## src/rtl/lr_sgd_trainer.sv

```systemverilog
// -----------------------------------------------------------------------------
// lr_sgd_trainer
//   Online linear-regression trainer using stochastic gradient descent in
//   signed fixed point (FRAC fraction bits). For each sample it predicts
//   yhat = sum(x_i*w_i) one feature per cycle. It then forms the scaled error
//   e = (y - yhat) >>> LR_SHIFT, and updates w_i += e*x_i one weight per cycle.
//   A single multiplier is shared by the predict and update phases.
//
//   Optional feature: define LR_SAT_EN to saturate every reduced product,
//   the accumulator, the error and each weight to the signed DW-bit range.
//   Without it, these values wrap modulo 2^DW.
//
// Ports
//   clk, rst_n        clock, asynchronous active-low reset
//   start             pulse: load w_init / max_epochs and begin training
//   w_init            initial weights, feature i at [i*DW +: DW]
//   max_epochs        number of passes over the dataset (0 = finish at once)
//   samp_valid/ready  sample handshake (ready only while waiting for a sample)
//   samp_x/y/last     sample features, target, end-of-epoch marker
//   wt                current weights, packed like w_init
//   yhat              prediction for the most recent sample
//   busy              high whenever the FSM is not idle
//   done              one-cycle completion pulse
//   epoch_cnt         completed epochs
// -----------------------------------------------------------------------------
module lr_sgd_trainer #(
  parameter int NFEAT    = 4,
  parameter int DW       = 16,
  parameter int FRAC     = 10,
  parameter int LR_SHIFT = 7,
  parameter int EPW      = 8
) (
  input  logic                  clk,
  input  logic                  rst_n,
  input  logic                  start,
  input  logic [NFEAT*DW-1:0]   w_init,
  input  logic [EPW-1:0]        max_epochs,
  input  logic                  samp_valid,
  output logic                  samp_ready,
  input  logic [NFEAT*DW-1:0]   samp_x,
  input  logic [DW-1:0]         samp_y,
  input  logic                  samp_last,
  output logic [NFEAT*DW-1:0]   wt,
  output logic [DW-1:0]         yhat,
  output logic                  busy,
  output logic                  done,
  output logic [EPW-1:0]        epoch_cnt
);

  localparam int IW = (NFEAT > 1) ? $clog2(NFEAT) : 1;
  localparam int PW = 2 * DW;

`ifdef LR_SAT_EN
  localparam bit SAT_EN = 1'b1;
`else
  localparam bit SAT_EN = 1'b0;
`endif

  localparam logic signed [PW-1:0] SMAX = {{(DW+1){1'b0}}, {(DW-1){1'b1}}};
  localparam logic signed [PW-1:0] SMIN = {{(DW+1){1'b1}}, {(DW-1){1'b0}}};

  typedef enum logic [2:0] {IDLE, WAIT, PRED, ERR, UPD, FIN} state_t;

  // Sign-extend a DW-bit value to the wide intermediate width.
  function automatic logic signed [PW-1:0] sext(input logic signed [DW-1:0] v);
    return {{DW{v[DW-1]}}, v};
  endfunction

  // Reduce a wide intermediate to DW bits: saturate or wrap.
  function automatic logic signed [DW-1:0] fit(input logic signed [PW-1:0] v);
    logic signed [DW-1:0] r;
    r = v[DW-1:0];
    if (SAT_EN) begin
      if (v > SMAX)      r = SMAX[DW-1:0];
      else if (v < SMIN) r = SMIN[DW-1:0];
    end
    return r;
  endfunction

  state_t                state;
  logic [IW-1:0]         idx;
  logic signed [DW-1:0]  w_q [NFEAT];
  logic signed [DW-1:0]  x_q [NFEAT];
  logic signed [DW-1:0]  y_q, acc_q, yhat_q, e_q;
  logic                  last_q;
  logic [EPW-1:0]        max_q, epoch_q;

  logic signed [DW-1:0]  x_cur, w_cur, mul_a, term, acc_sum, w_new, e_next;
  logic signed [PW-1:0]  prod, diff;
  logic [EPW-1:0]        epoch_inc;

  // NOTE: every signal written here gets a value on every pass, so no latch is inferred.
  always_comb begin
    x_cur     = x_q[idx];
    w_cur     = w_q[idx];
    // PRED multiplies x_i*w_i; UPD reuses the same multiplier for e*x_i.
    mul_a     = (state == UPD) ? e_q : w_cur;
    prod      = mul_a * x_cur;
    term      = fit(prod >>> FRAC);
    acc_sum   = fit(sext(acc_q) + sext(term));
    w_new     = fit(sext(w_cur) + sext(term));
    diff      = sext(y_q) - sext(yhat_q);
    e_next    = fit(diff >>> LR_SHIFT);
    epoch_inc = epoch_q + EPW'(1);
  end

  for (genvar g = 0; g < NFEAT; g++) begin : g_wt
    assign wt[g*DW +: DW] = w_q[g];
  end

  assign yhat       = yhat_q;
  assign epoch_cnt  = epoch_q;
  assign samp_ready = (state == WAIT);
  assign busy       = (state != IDLE);
  assign done       = (state == FIN);

  // NOTE: sequential state uses non-blocking assignments only, so every read sees pre-edge values.
  always_ff @(posedge clk or negedge rst_n) begin
    if (!rst_n) begin
      state   <= IDLE;
      idx     <= '0;
      y_q     <= '0;
      acc_q   <= '0;
      yhat_q  <= '0;
      e_q     <= '0;
      last_q  <= 1'b0;
      max_q   <= '0;
      epoch_q <= '0;
      // NOTE: these small flop arrays are reset on purpose: an abandoned
      // sample must leave no partially updated weight behind.
      for (int i = 0; i < NFEAT; i++) begin
        w_q[i] <= '0;
        x_q[i] <= '0;
      end
    end else begin
      case (state)
        IDLE: begin
          if (start) begin
            for (int i = 0; i < NFEAT; i++) w_q[i] <= w_init[i*DW +: DW];
            max_q   <= max_epochs;
            epoch_q <= '0;
            yhat_q  <= '0;
            state   <= (max_epochs == '0) ? FIN : WAIT;
          end
        end
        WAIT: begin
          if (samp_valid) begin
            for (int i = 0; i < NFEAT; i++) x_q[i] <= samp_x[i*DW +: DW];
            y_q    <= samp_y;
            last_q <= samp_last;
            acc_q  <= '0;
            idx    <= '0;
            state  <= PRED;
          end
        end
        PRED: begin
          acc_q <= acc_sum;
          if (idx == IW'(NFEAT - 1)) begin
            yhat_q <= acc_sum;
            idx    <= '0;
            state  <= ERR;
          end else begin
            idx <= idx + IW'(1);
          end
        end
        ERR: begin
          e_q   <= e_next;
          state <= UPD;
        end
        UPD: begin
          w_q[idx] <= w_new;
          if (idx == IW'(NFEAT - 1)) begin
            idx <= '0;
            if (last_q) begin
              epoch_q <= epoch_inc;
              state   <= (epoch_inc == max_q) ? FIN : WAIT;
            end else begin
              state <= WAIT;
            end
          end else begin
            idx <= idx + IW'(1);
          end
        end
        FIN:     state <= IDLE;
        default: state <= IDLE;
      endcase
    end
  end

endmodule
```

## config.mk

```make
export PLATFORM = sky130hd
export DESIGN_NAME = lr_sgd_trainer
export DESIGN_NICKNAME = d
export VERILOG_FILES = /design/src/rtl/lr_sgd_trainer.sv
export SDC_FILE = /design/constraint.sdc
export NUM_CORES = 1
export LEC_CHECK = 0
export ABC_AREA = 1
export BUFFER_PORTS_ARGS = -buffer_cell sky130_fd_sc_hd__buf_4
export CAP_MARGIN = 20
export CORE_UTILIZATION = 30
export DETAILED_ROUTE_END_ITERATION = 8
export RECOVER_POWER = 50
export SLEW_MARGIN = 20
export SYNTH_ARGS = -nofsm -noshare
export SYNTH_HDL_FRONTEND = slang
export SYNTH_SLANG_ARGS = --single-unit
```

## constraint.sdc

```tcl
create_clock -name clk -period 13 [get_ports clk]
set_clock_uncertainty 0.05 [all_clocks]
set_input_delay 2.6 -clock clk [delete_from_list [all_inputs] [get_ports clk]]
set_output_delay 2.6 -clock clk [all_outputs]
set_load 0.1 [all_outputs]
```

-- Word level (Yosys, flattened, before mapping)
Cells that the tools add are included.
- register bits after elaboration: 214
- input port bits: 157
- logic and storage cells: 87
- add/sub/neg operators: 5
- multiply operators: 1
- order comparisons: 2
- equal/unequal tests: 12
- multiplexer cells: 32
- bitwise gates (word level): 1
- reductions and logical operators: 17
- operators by type and width (cell ; count):
    two-way mux 16 bit ; 9
    case mux 64 bit (2 select lines) ; 1
    binary-select mux 16 bit (select 2 bit) ; 2
    bitwise mux 64 bit ; 1
    two-way mux 64 bit ; 1
    case mux 16 bit (2 select lines) ; 2
    adder 16 bit ; 2
    demux 16 bit (select 2 bit) ; 1
    multiplier 16 x 16 -> 26 bit ; 1
    two-way mux 8 bit ; 3
    two-way mux 3 bit ; 7
    subtractor 16 x 16 -> 17 bit ; 1
    case mux 8 bit (2 select lines) ; 1
    case mux 3 bit (5 select lines) ; 1
    AND reduction 2 bit ; 5
    adder 8 x 1 -> 8 bit (second input constant) ; 1
    equality test 8 bit ; 1
    zero test 8 bit ; 1
    inequality test 2 bit (second input constant) ; 4
    AND reduction 4 bit ; 2
    nonzero test 2 bit ; 4
    equality test 3 x 2 -> 1 bit (second input constant) ; 2
    equality test 3 bit (second input constant) ; 2
    two-way mux 2 bit ; 2
    other kinds (13) ; 13

-- Longest topological paths before layout
- word-level depth: 9
- depth in mapped cells: 46

-- Worst setup path before layout
No wires, ideal clock.
- kind: reg2reg
- start: register idx[0]
- end: register w_q (netlist bit wt[45])
- library setup time: 0.082 ns
- data arrival time: 7.937 ns
- data required time: 12.868 ns
- path slack: 4.931 ns
- stages on the path, launching flop included: 41
- clock period less this slack: 8.069 ns
- path through: dfrtp_1 inv_2 buf_6 buf_6 clkbuf_1 or2_2 a32oi_1 clkinv_1 nand2_1 fa_1 fa_1 fa_1 fa_1 inv_1 fa_1 inv_1 fa_1 inv_1 (+5 left out) o21ai_0 xor2_1 ha_1 nand2_1 nor3_1 nand2_1 nand2_1 nand2_1 nand2_1 nand2_1 nand2_1 a21oi_1 o21ai_0 nand2_1 nand2_1 xor2_1 nand2_1 a31oi_1
- word-level cells in the longest chain between the ends: 9
- elaborated cells on any way between the ends: 17
- classes of those cells: 1 x add/sub; 1 x mul; 2 x order compare; 11 x mux; 1 x bitwise; 1 x reduce/logical
- RTL lines (what ; RTL line ; RTL):
    from (decl) ; 81 ; logic [IW-1:0] idx;
    from (signal assigned) ; 163 ; idx <= idx + IW'(1);
    from (signal assigned) ; 181 ; idx <= idx + IW'(1);
    NOT 2 -> 3 bit (implied by the code) * ; 94, 95, 171 ;
    binary-select mux 16 bit (select 2 bit) ; 95 ; w_cur = w_q[idx];
    two-way mux 16 bit (implied by the code) (2 in series) ; 95 ;
    two-way mux 16 bit ; 97 ; mul_a = (state == UPD) ? e_q : w_cur;
    multiplier 16 x 16 -> 26 bit ; 98 ; prod = mul_a * x_cur;
    adder 16 bit ; 101 ; w_new = fit(sext(w_cur) + sext(term));
    bitwise mux 64 bit * ; 171 ; w_q[idx] <= w_new;
    case mux 64 bit (2 select lines) * ; 136 ; case (state)
    to (signal, indexed assignment) ; 171 ;
    to (decl) ; 82 ; logic signed [DW-1:0] w_q [NFEAT];
Every way passes the cells marked *; elsewhere a longest branch is shown, timed or not. The select of a mux whose other input is x is not followed.
A chain may end at the register's enable or synchronous reset.

-- Worst setup path in the final report
- start: register idx[0]
- end: register w_q (netlist bit wt[27])
The elaborated chain is that of the path after synthesis.

==> reports/qor.txt <==
Clk pin slew, worst setup/hold paths = 0.06 ns
antenna-violating nets left = 0
most frequent cells in the layout = nand2_1, inv_1, buf_4, nor2_1, fa_1
Clock Sinks = 208
routed vias/inst = 4.82
antenna violations before repair = 1
fmax = 0.0998 GHz
dominant synthesized flop cell = dfrtp_1
CP required = 13.38 ns
starting density of the core = 30.3%
Fin. Hold Viols = 0
worst r2r path cells = 37
DP HPWL = 51000 microns
Worst setup EP type = flip-flop
most frequent cell on the critical path = nand2_1
hold depth = 2
crit-path leading delay family = adder cells
Hold Path Class = flip-flop to flip-flop
Synth cell types = 61
Async S/R FF share, synth = 100%
Max Cap Viol = 4
r2r endpoint = wt[27]
Pre-antenna DRT Iters = 6
H-tree depth = 1
average size of a mapped cell = 7.78 sq um
# IOs = 248
TritonCTS clock tree = built
max_slew headroom = -188%
Remaining Overflow, GRT = 0
RSZ-0062 raised after global routing = false
CP peak stage delay = 0.65 ns
Core ar. = 65700 sq um
post-layout min period = 10.02 ns
syn_nets = 3054
ant diodes = 0
Core Rows = 94
commonest non-fill, non-tap cell in the layout = nand2_1
wire per inst = 17.4 microns
Setup Crit Path Kind = flip-flop to flip-flop
Post-CTS Setup Inserts = 0
cts repair resizes = 0
final setup violation count = 0
failing checks = capacitance limit, slew limit
nature of the critical path startpoint = flip-flop
Critical Path AT = 10.40 ns
critical hold path startpoint = x_q[26]
CP max stage cell = a32oi_1
sequential fraction of the synthesis area = 26.1%
Seq cells post-synth = 208
clk_lat worst skew = 0.54 ns
layout net count = 3265
largest net degree at the start of global routing = 81
Die X = 260 microns
Synth warnings = 0
hold buffers post-CTS = 0
Area Growth Syn to Fin = 17.3%
fin crit share = 77.1%
Mapped Area = 19900 sq um
number of flops mapped to enable cells by yosys = 0
first-pass GRT wire length = 99900 microns
Hold Crit Endpoint = x_q[26]
setup slack, reg-to-reg = 2.98 ns
Inserted Clock Buffers = 22
IO Port Bufs = 247
root buffer cell = clkbuf_16
status = complete, but fails checks
DRC Markers = 0
share of cells above drive strength 1 = 12.9%
CTS max path bufs = 3
DRT iter0 DRCs = 1132
GRT Overall Usage = 18.9%
total wire length = 63700 microns
CP Max Fanout = 69
# fillers = 6893
Worst R2R Start = idx[0]
DIE AREA = 67500 sq um
setup TNS = 0 ns
max-slew violation count = 302
die height = 260 microns
Least-Margin Pin Slew = 4.32 ns
number of global-route vias before repair = 17703
Syn Inst Count = 2565
crit path buf inv count = 8
GP Congestion = 0.940
total number of vias = 17609
## state kept, by name, summed over array words and instances (netlist names)
signal     flops
wt            64
idx            2
acc_q         16
state          3
epoch_cnt      8
max_q          8
x_q           64
e_q           10
last_q         1
yhat          16
y_q           16
## cells in the mapped netlist, types with 3 or more instances
library cell / instances / area share, %
o22ai_1: 7 / 0.22
dfrtp_1: 208 / 26
xor2_1: 38 / 1.7
nand3b_1: 3 / 0.11
or2_1: 5 / 0.16
or2_2: 15 / 0.47
buf_1: 8 / 0.15
a32oi_1: 7 / 0.31
nand2_1: 756 / 14
o2111ai_1: 3 / 0.13
buf_2: 9 / 0.23
buf_6: 6 / 0.34
o21ai_1: 13 / 0.33
xnor2_1: 16 / 0.70
o211ai_1: 17 / 0.64
nand4_1: 9 / 0.28
nor3_1: 13 / 0.33
clkinv_1: 11 / 0.21
o21ai_2: 5 / 0.22
buf_4: 3 / 0.11
ha_1: 122 / 7.7
inv_1: 420 / 7.9
fa_1: 210 / 21
o21bai_1: 3 / 0.11
clkbuf_1: 53 / 1.0
a21o_1: 3 / 0.11
nor2_1: 213 / 4.0
nand2_2: 15 / 0.47
a31oi_1: 39 / 1.2
o21a_1: 3 / 0.11
inv_2: 6 / 0.11
a32o_1: 3 / 0.15
o21ai_0: 92 / 2.3
nand3_1: 103 / 2.6
a21oi_1: 84 / 2.1
and2_1: 4 / 0.13
nand3_2: 8 / 0.40
## tightest hold or removal path: stages (launching register included)
cell	delay (ns)
dfrtp_1	0.33
nand2_1	0.05
nand2_1	0.05
## kinds of logic (layout without fill, tap and decap cells)
group	count (synthesis)	count (layout)	share of synthesized area [%]
simple gates	1149	1149	23.4
xor+xnor	54	54	2.37
buf+inv	518	745	10.1
fa+ha+maj	332	332	28.7
compound gates	304	304	9.28
flops	208	208	26.1
## layer usage
layer / wire (microns) / up-vias / GRT usage [%]
li1: - / 8366 / -
met4: 2170 / 2 / 6.41
met3: 4280 / 112 / 2.98
met2: 29900 / 634 / 31.2
met1: 27300 / 8495 / 25.0
met5: 11 / - / 0
## area by class of cell
cell class	instances	area, sq um	area share [%]
multi-input cells	1839	12700	54.4
clock buffers	31	634	2.71
repair buffers	266	1960	8.38
flip-flops and latches	208	5210	22.3
inverters	439	1650	7.07
well taps	864	1080	4.62
clock inverters	9	139	0.594
## worst max path at each step
stage / startpoint / endpoint / depth (start not counted)
global placement: idx[0] / wt[29] / 39
global route: idx[0] / wt[13] / 39
finish: idx[0] / wt[27] / 37
detailed placement: idx[0] / wt[29] / 39
floorplan: idx[0] / wt[45] / 40
CTS: idx[0] / wt[29] / 39
## through the flow
step           utilization, %  worst slack [ns]  area [sq um]  hold slack [ns]  std cells
2_1_floorplan               -              4.93         19900            0.384       2565
3_3_place_gp             34.5              3.29         22700            0.397       3616
6_report                 35.6              2.98         23400            0.414       3656
5_1_grt                  35.6              2.33         23400            0.432       3656
3_5_place_dp             34.5              3.05         22700            0.401       3616
4_1_cts                  35.7              3.02         23400            0.421       3656
Power is not shown: default switching activity piles up to over one toggle a cycle in this logic, so the estimate is an artifact.
